**src/rtl/sum_acc_pkg.sv**
```systemverilog
// sum_acc_pkg: shared state encoding and default widths for the sum accumulator
package sum_acc_pkg;
    typedef enum logic [1:0] {IDLE, ACCUM, DONE} state_t;
    localparam int SUM_W_DEF = 4;
    localparam int ACC_W_DEF = 8;
endpackage

```
**src/rtl/sum_acc_ctrl.sv**
```systemverilog
// sum_acc_ctrl: batch FSM and counter driving handshakes and datapath strobes
module sum_acc_ctrl
    import sum_acc_pkg::*;
#(
    parameter int BATCH_LEN = 8,
    parameter int CNT_W     = 4
) (
    input  logic clk,
    input  logic rst,
    input  logic clr,
    input  logic in_valid,
    input  logic out_ready,
    output logic in_ready,
    output logic out_valid,
    output logic load,
    output logic add,
    output logic clear
);
    localparam logic [CNT_W:0] LAST_CNT = (CNT_W+1)'(BATCH_LEN - 1);
    state_t state, state_n;
    logic [CNT_W-1:0] cnt;
    logic accept, last, drain;
    always_comb begin
        accept  = in_valid & in_ready & ~clr;
        last    = accept & ({1'b0, cnt} == LAST_CNT);
        drain   = (state == DONE) & out_ready;
        load    = accept & (state == IDLE);
        add     = accept & (state == ACCUM);
        clear   = clr | drain;
        state_n = clr ? IDLE : last ? DONE : accept ? ACCUM : drain ? IDLE : state;
    end
    always_ff @(posedge clk) begin
        if (rst) begin
            state     <= IDLE;
            cnt       <= '0;
            in_ready  <= 1'b0;
            out_valid <= 1'b0;
        end else begin
            state     <= state_n;
            cnt       <= clear ? '0 : accept ? cnt + CNT_W'(1) : cnt;
            in_ready  <= state_n != DONE;
            out_valid <= state_n == DONE;
        end
    end
endmodule

```
**src/rtl/sum_accumulator.sv**
```systemverilog
// sum_accumulator: batches adder sums into a total with sticky overflow; ACC_SATURATE_EN clamps instead of wrapping
module sum_accumulator
    import sum_acc_pkg::*;
#(
    parameter int SUM_W     = SUM_W_DEF,
    parameter int ACC_W     = ACC_W_DEF,
    parameter int BATCH_LEN = 8,
    parameter int CNT_W     = 4
) (
    input  logic             clk,
    input  logic             rst,
    input  logic             clr,
    input  logic             in_valid,
    output logic             in_ready,
    input  logic [SUM_W-1:0] in_sum,
    output logic             out_valid,
    input  logic             out_ready,
    output logic [ACC_W-1:0] out_acc,
    output logic             out_ovf
);
    logic load, add, clear, carry, ovf;
    logic [ACC_W:0] sum;
    logic [ACC_W-1:0] acc, acc_n;
    sum_acc_ctrl #(.BATCH_LEN(BATCH_LEN), .CNT_W(CNT_W)) u_ctrl (
        .clk(clk),
        .rst(rst),
        .clr(clr),
        .in_valid(in_valid),
        .out_ready(out_ready),
        .in_ready(in_ready),
        .out_valid(out_valid),
        .load(load),
        .add(add),
        .clear(clear)
    );
    always_comb begin
        sum   = {1'b0, load ? ACC_W'(0) : acc} + (ACC_W+1)'(in_sum);
        carry = sum[ACC_W];
`ifdef ACC_SATURATE_EN
        acc_n = (carry | ovf) ? '1 : sum[ACC_W-1:0];
`else
        acc_n = sum[ACC_W-1:0];
`endif
    end
    always_ff @(posedge clk) begin
        if (rst || clear) begin
            acc <= '0;
            ovf <= 1'b0;
        end else if (load || add) begin
            acc <= acc_n;
            ovf <= ovf | carry;
        end
    end
    assign out_acc = acc;
    assign out_ovf = ovf;
endmodule

```
**config.mk**
```make
export PLATFORM = sky130hd
export DESIGN_NAME = sum_accumulator
export DESIGN_NICKNAME = d
export VERILOG_FILES = /design/src/rtl/sum_acc_pkg.sv /design/src/rtl/sum_acc_ctrl.sv /design/src/rtl/sum_accumulator.sv
export SDC_FILE = /design/constraint.sdc
export NUM_CORES = 1
export LEC_CHECK = 0
export BUFFER_PORTS_ARGS = -buffer_cell sky130_fd_sc_hd__buf_2
export CORE_MARGIN = 2
export CORE_UTILIZATION = 35
export CTS_CLUSTER_SIZE = 16
export DETAILED_ROUTE_END_ITERATION = 10
export GPL_ROUTABILITY_DRIVEN = 1
export SETUP_SLACK_MARGIN = 0.5
export SYNTH_ARGS = -nofsm -noshare
export SYNTH_HDL_FRONTEND = slang
export SYNTH_SLANG_ARGS = --single-unit
```
**constraint.sdc**
```tcl
create_clock -name clk -period 2.7 [get_ports clk]
set_input_delay 0.675 -clock clk [delete_from_list [all_inputs] [get_ports clk]]
set_output_delay 0.675 -clock clk [all_outputs]
set_load 0.03 [all_outputs]
```
---- Word-level counts from Yosys, hierarchy flattened ----
Index checks and enable logic that the tools add are counted.
word-level totals
  input port bits ......................... 9
  register bits after elaboration ......... 17
  output and inout port bits .............. 11
  bits in latches ......................... 0
  logic and storage cells ................. 31
  memories kept ........................... 0
  ROM bits ................................ 0
  bits in writable memories ............... 0
cells by class
  equality and inequality tests ........... 5
  add/subtract/negate cells ............... 2
  multiply operators ...................... 0
  muxes and demuxes ....................... 5
  bitwise operators ....................... 9
  magnitude comparators ................... 0
  shifts and indexed selects .............. 0
  reductions and logical operators ........ 4
  div/mod/pow operators ................... 0
operator list
  cell                                            number
  adder 8 x 4 -> 9 bit                            1
  2-to-1 mux 2 bit                                4
  2-to-1 mux 8 bit                                1
  bitwise AND 1 bit                               6
  adder 4 x 1 -> 4 bit (second input constant)    1
  == test 2 bit (second input constant)           2
  == test 4 x 3 -> 1 bit (second input constant)  1
  == test 2 x 1 -> 1 bit (second input constant)  1
  zero test 2 bit                                 1
  logical OR 1 bit                                2
  inequality test 2 bit (second input constant)   1
  OR 1 bit                                        2
  OR reduction 2 bit                              1
  inverter 1 bit                                  1

---- Depth between registers and ports, before layout ----
  depth in word-level cells ............... 7
  depth in mapped cells ................... 11
  gate-level depth less buffers ........... 10

---- Hierarchy ----
A second synthesis with hierarchy kept.
unflattened totals
  cell total of the unflattened synthesis .. 114
  area, all modules ....................... 989.7 sq um
by module, submodules not included
  module           sequential area each (sq um)  area an instance (sq um)  cells each  times used
  sum_accumulator  180.2                         610.6                     70          1
  sum_acc_ctrl     160.2                         379.1                     44          1

---- Worst setup path after synthesis ----
No wires, ideal clock.
  path type ............................... input -> register
  start point ............................. input clr
  end point ............................... register acc[6], in the netlist out_acc[6]
  path buffers ............................ 1
  setup time .............................. 79 ps
  data arrival time ....................... 2638 ps
  stages .................................. 11
  path slack .............................. -18 ps
  required time ........................... 2621 ps
  path through ............................ nand4bb_1 > buf_2 > nor2_1 > nor2b_1 > ha_1 > inv_1 > fa_1 > nand2b_1 > a21o_1 > or3_1 > a211oi_2
on the way
  word-level cells in the longest chain between the ends .. 5
  elaborated cells between the ends (all ways) .. 9
  classes of those cells .................. 1 x add/sub; 1 x mux; 5 x bitwise; 2 x reduce/logical
ends and longest elaborated chain
  item                    line                   text
  start: declaration      sum_accumulator.sv:12  input logic clr,
  inverter 1 bit          sum_acc_ctrl.sv:24     accept = in_valid & in_ready & ~clr;
  bitwise AND 1 bit       sum_acc_ctrl.sv:24
  bitwise AND 1 bit       sum_acc_ctrl.sv:27     load = accept & (state == IDLE);
  2-to-1 mux 8 bit        sum_accumulator.sv:37  sum = {1'b0, load ? ACC_W'(0) : acc} + (ACC_W+1)'(in_sum);
  adder 8 x 4 -> 9 bit    sum_accumulator.sv:37
  end signal: assignment  sum_accumulator.sv:50  acc <= acc_n;
  end: declaration        sum_accumulator.sv:23  logic [ACC_W-1:0] acc, acc_n;
Parallel ways exist; a longest one is shown, timed or not.
A chain may end at the register's enable or synchronous reset.

---- Worst setup path after layout ----
Ends and elaborated chain as after synthesis.

==> results.json <==
{
  "clk_latency_ns": 0.29,
  "rsz0062_at_grt": "yes",
  "fillers": 242,
  "dr.pass1.iters": 4,
  "viasPerCell": 5.20,
  "rows": 18,
  "cts_sinks": 17,
  "grt_pass1_wl_um": 3670,
  "crit_path_end_kind": "register",
  "cp.required_ns": 2.92,
  "antenna_found_initial": 0,
  "grt_start_max_net_pins": 15,
  "drt-initial-drc-count": 18,
  "p_per_area_nw_per_um2": 373,
  "antenna_cells": 0,
  "async_flop_share_pct": 0,
  "synthFlopType": "dfxtp_1",
  "hold_violations": 0,
  "grt_overflow_total": 0,
  "placed_area_um2": 1110,
  "finalSetupViolCount": 0,
  "ys_types": 35,
  "synth_fp_nets": 122,
  "cp_max_fo": 3,
  "ir_worst_vdd_v": 0.000323,
  "start_util_pct": 37.2,
  "synth_warnings": 0,
  "drt-total-wl_um": 2120,
  "die_area_um2": 3080,
  "fin_skew_ns": 0.00285,
  "syn_area_per_cell_um2": 8.69,
  "numCtsBuffers": 3,
  "maxCapViolations": 0,
  "die_w_um": 55.5,
  "die_h_um": 55.5,
  "hold_class": "reg -> reg",
  "start_kind": "primary input",
  "core-area_um2": 2500,
  "hpwl_um": 1600,
  "dr_total_vias": 873,
  "layout.nets": 154,
  "finalMaxSlewViolations": 0,
  "grt_usage_pct": 14.8,
  "grt_pass1_vias": 868,
  "globalplace.congestion": 0.824,
  "synth_top_area_cell": "dfxtp_1",
  "cp.arrival_ns": 2.46,
  "post-route-util_pct": 49.0,
  "ys_ff_latch": 17,
  "synth_top_area_share_pct": 36.6,
  "synth_area_leaders": "dfxtp_1 37%, ha_1 6.7%, nor2_1 4.4%",
  "synth_edf_count": 0,
  "routedWlPerCell_um": 12.6,
  "layout-area-overhead-vs-synth_pct": 31.9,
  "cts.path.max_buffers": 2,
  "ant_nets": 0,
  "period_minus_slack_ns": 2.25,
  "synthCells": 107,
  "relSlewSlack_pct": 67.3,
  "clock.fmax_mhz": 445,
  "cellLeakagePower_uw": 0.000538,
  "portBuffers": 19,
  "clockRootBuffer": "clkbuf_4",
  "cts_tree": "done",
  "cts_max_level": 1,
  "clkTransAtPathRegs_ns": 0.10,
  "worst-slew-pin-transition_ns": 0.491,
  "ys_seq_area_share_pct": 36.6,
  "ios": 20,
  "layout-drive-gt1-share_pct": 35.5,
  "drc_errors": 0,
  "critPathKind": "in -> reg",
  "stdcell_area_um2": 1230,
  "status": "finished clean",
  "fin_crit_sh_pct": 83.2,
  "syn_area_um2": 930
}
## worst max-delay path, stage by stage
cell and delay (ns):
buf_6 0.07, nand4bb_4 0.15, nor2_4 0.05, nor2b_2 0.11
ha_2 0.20, inv_2 0.04, fa_2 0.33, nand2b_4 0.15
a21o_1 0.18, or3_1 0.32, a211oi_2 0.19
## cell usage in the layout, fill, tap and decap left out, types with 2 or more instances in the layout
cell type / n
clkbuf_4: 3
o21ai_1: 2
xor2_1: 2
nand4b_1: 3
nand3_1: 2
buf_6: 2
buf_2: 17
o21a_1: 3
a211o_1: 3
nor2b_1: 5
dfxtp_1: 15
ha_1: 4
a31oi_1: 2
a21oi_1: 8
nand4_1: 2
dfxtp_2: 2
o21ai_0: 2
nand2_1: 9
inv_1: 4
buf_4: 13
mux2i_1: 2
nor2_1: 10
a21o_1: 2
## cells in the mapped netlist (2+ instances only)
master,instances
ha_1,5
nand2_1,9
a31oi_1,2
o21a_1,3
a21o_1,2
nor2_1,11
mux2i_1,2
nand4b_1,3
xor2_1,2
nand3_1,2
a21oi_1,8
nand4_1,2
inv_1,5
nand2b_1,2
o21ai_1,3
dfxtp_1,17
o21ai_0,2
clkbuf_1,3
a211o_1,3
nor2b_1,6
## stage by stage
stage	instances	total power [uW]	setup slack [ns]	hold WS, ns	TNS, ns
2_1_floorplan	107	293	0.163	0.470	0
3_3_place_gp	158	313	-0.00739	0.458	-0.00739
3_5_place_dp	158	314	-0.0243	0.461	-0.0486
4_1_cts	165	463	0.428	0.478	0
5_1_grt	168	478	0.353	0.503	0
6_report	168	457	0.454	0.470	0
## state kept, by name, summed over array words and instances (netlist names)
name and cells:
u_ctrl.in_ready 1, u_ctrl.state 2, u_ctrl.out_valid 1, u_ctrl.cnt 4, out_acc 8, out_ovf 1
## worst paths after layout
check | slack (ns) | from | cells after the start | endpoint
max | 0.45 | clr | 11 | out_acc[6]
min | 0.47 | out_acc[2] | 2 | out_acc[2]
max reg2reg | 0.51 | u_ctrl.in_ready | 10 | out_acc[6]
min reg2reg | 0.47 | out_acc[2] | 2 | out_acc[2]
## per-layer routing
metal  global-route usage (%)  vias to the layer above  wire [um]
li1                         -                      440          -
met1                     15.9                      422        887
met2                     27.7                        9       1150
met3                     4.92                        2         61
met4                     3.14                        0         15
met5                        0                        -          0
## cell type report
type                            instances  area, um2  share of cell area (%)
Tap cell                               30       37.5                    3.06
Timing Repair Buffer                   32        205                    16.7
Clock buffer                            3       22.5                    1.84
Clock inverter                          1       7.51                   0.612
Multi-Input combinational cell         80        592                    48.3
Inverter                                5       18.8                    1.53
Sequential cell                        17        343                    28.0
## where the power goes
part	switching (uW)	internal, uW
logic	29.8	27.6
clock network	85.6	56.4
registers	4.68	253
total	120	337
## cell families (layout without fill, tap and decap cells)
group / count (synthesis) / in the layout / share of synthesized area (%)
AO/OA/AOI/OAI: 26 / 26 / 18.6
AND/OR/NAND/NOR: 42 / 42 / 25.4
XOR/XNOR: 3 / 3 / 2.83
adder cells (fa/ha/maj): 6 / 6 / 8.88
flip-flops: 17 / 17 / 36.6
buffers and inverters: 10 / 41 / 4.31
multiplexers: 3 / 3 / 3.36
## what timing repair did
item | in CTS | in global routing
setup buffers | 3 | 3
hold buffers | 0 | 0
setup endpoints to repair | 4 | 5
resized for setup | 7 | 2
pin swaps | 1 | 2
Note: power is estimated with default switching activity, not from simulation.
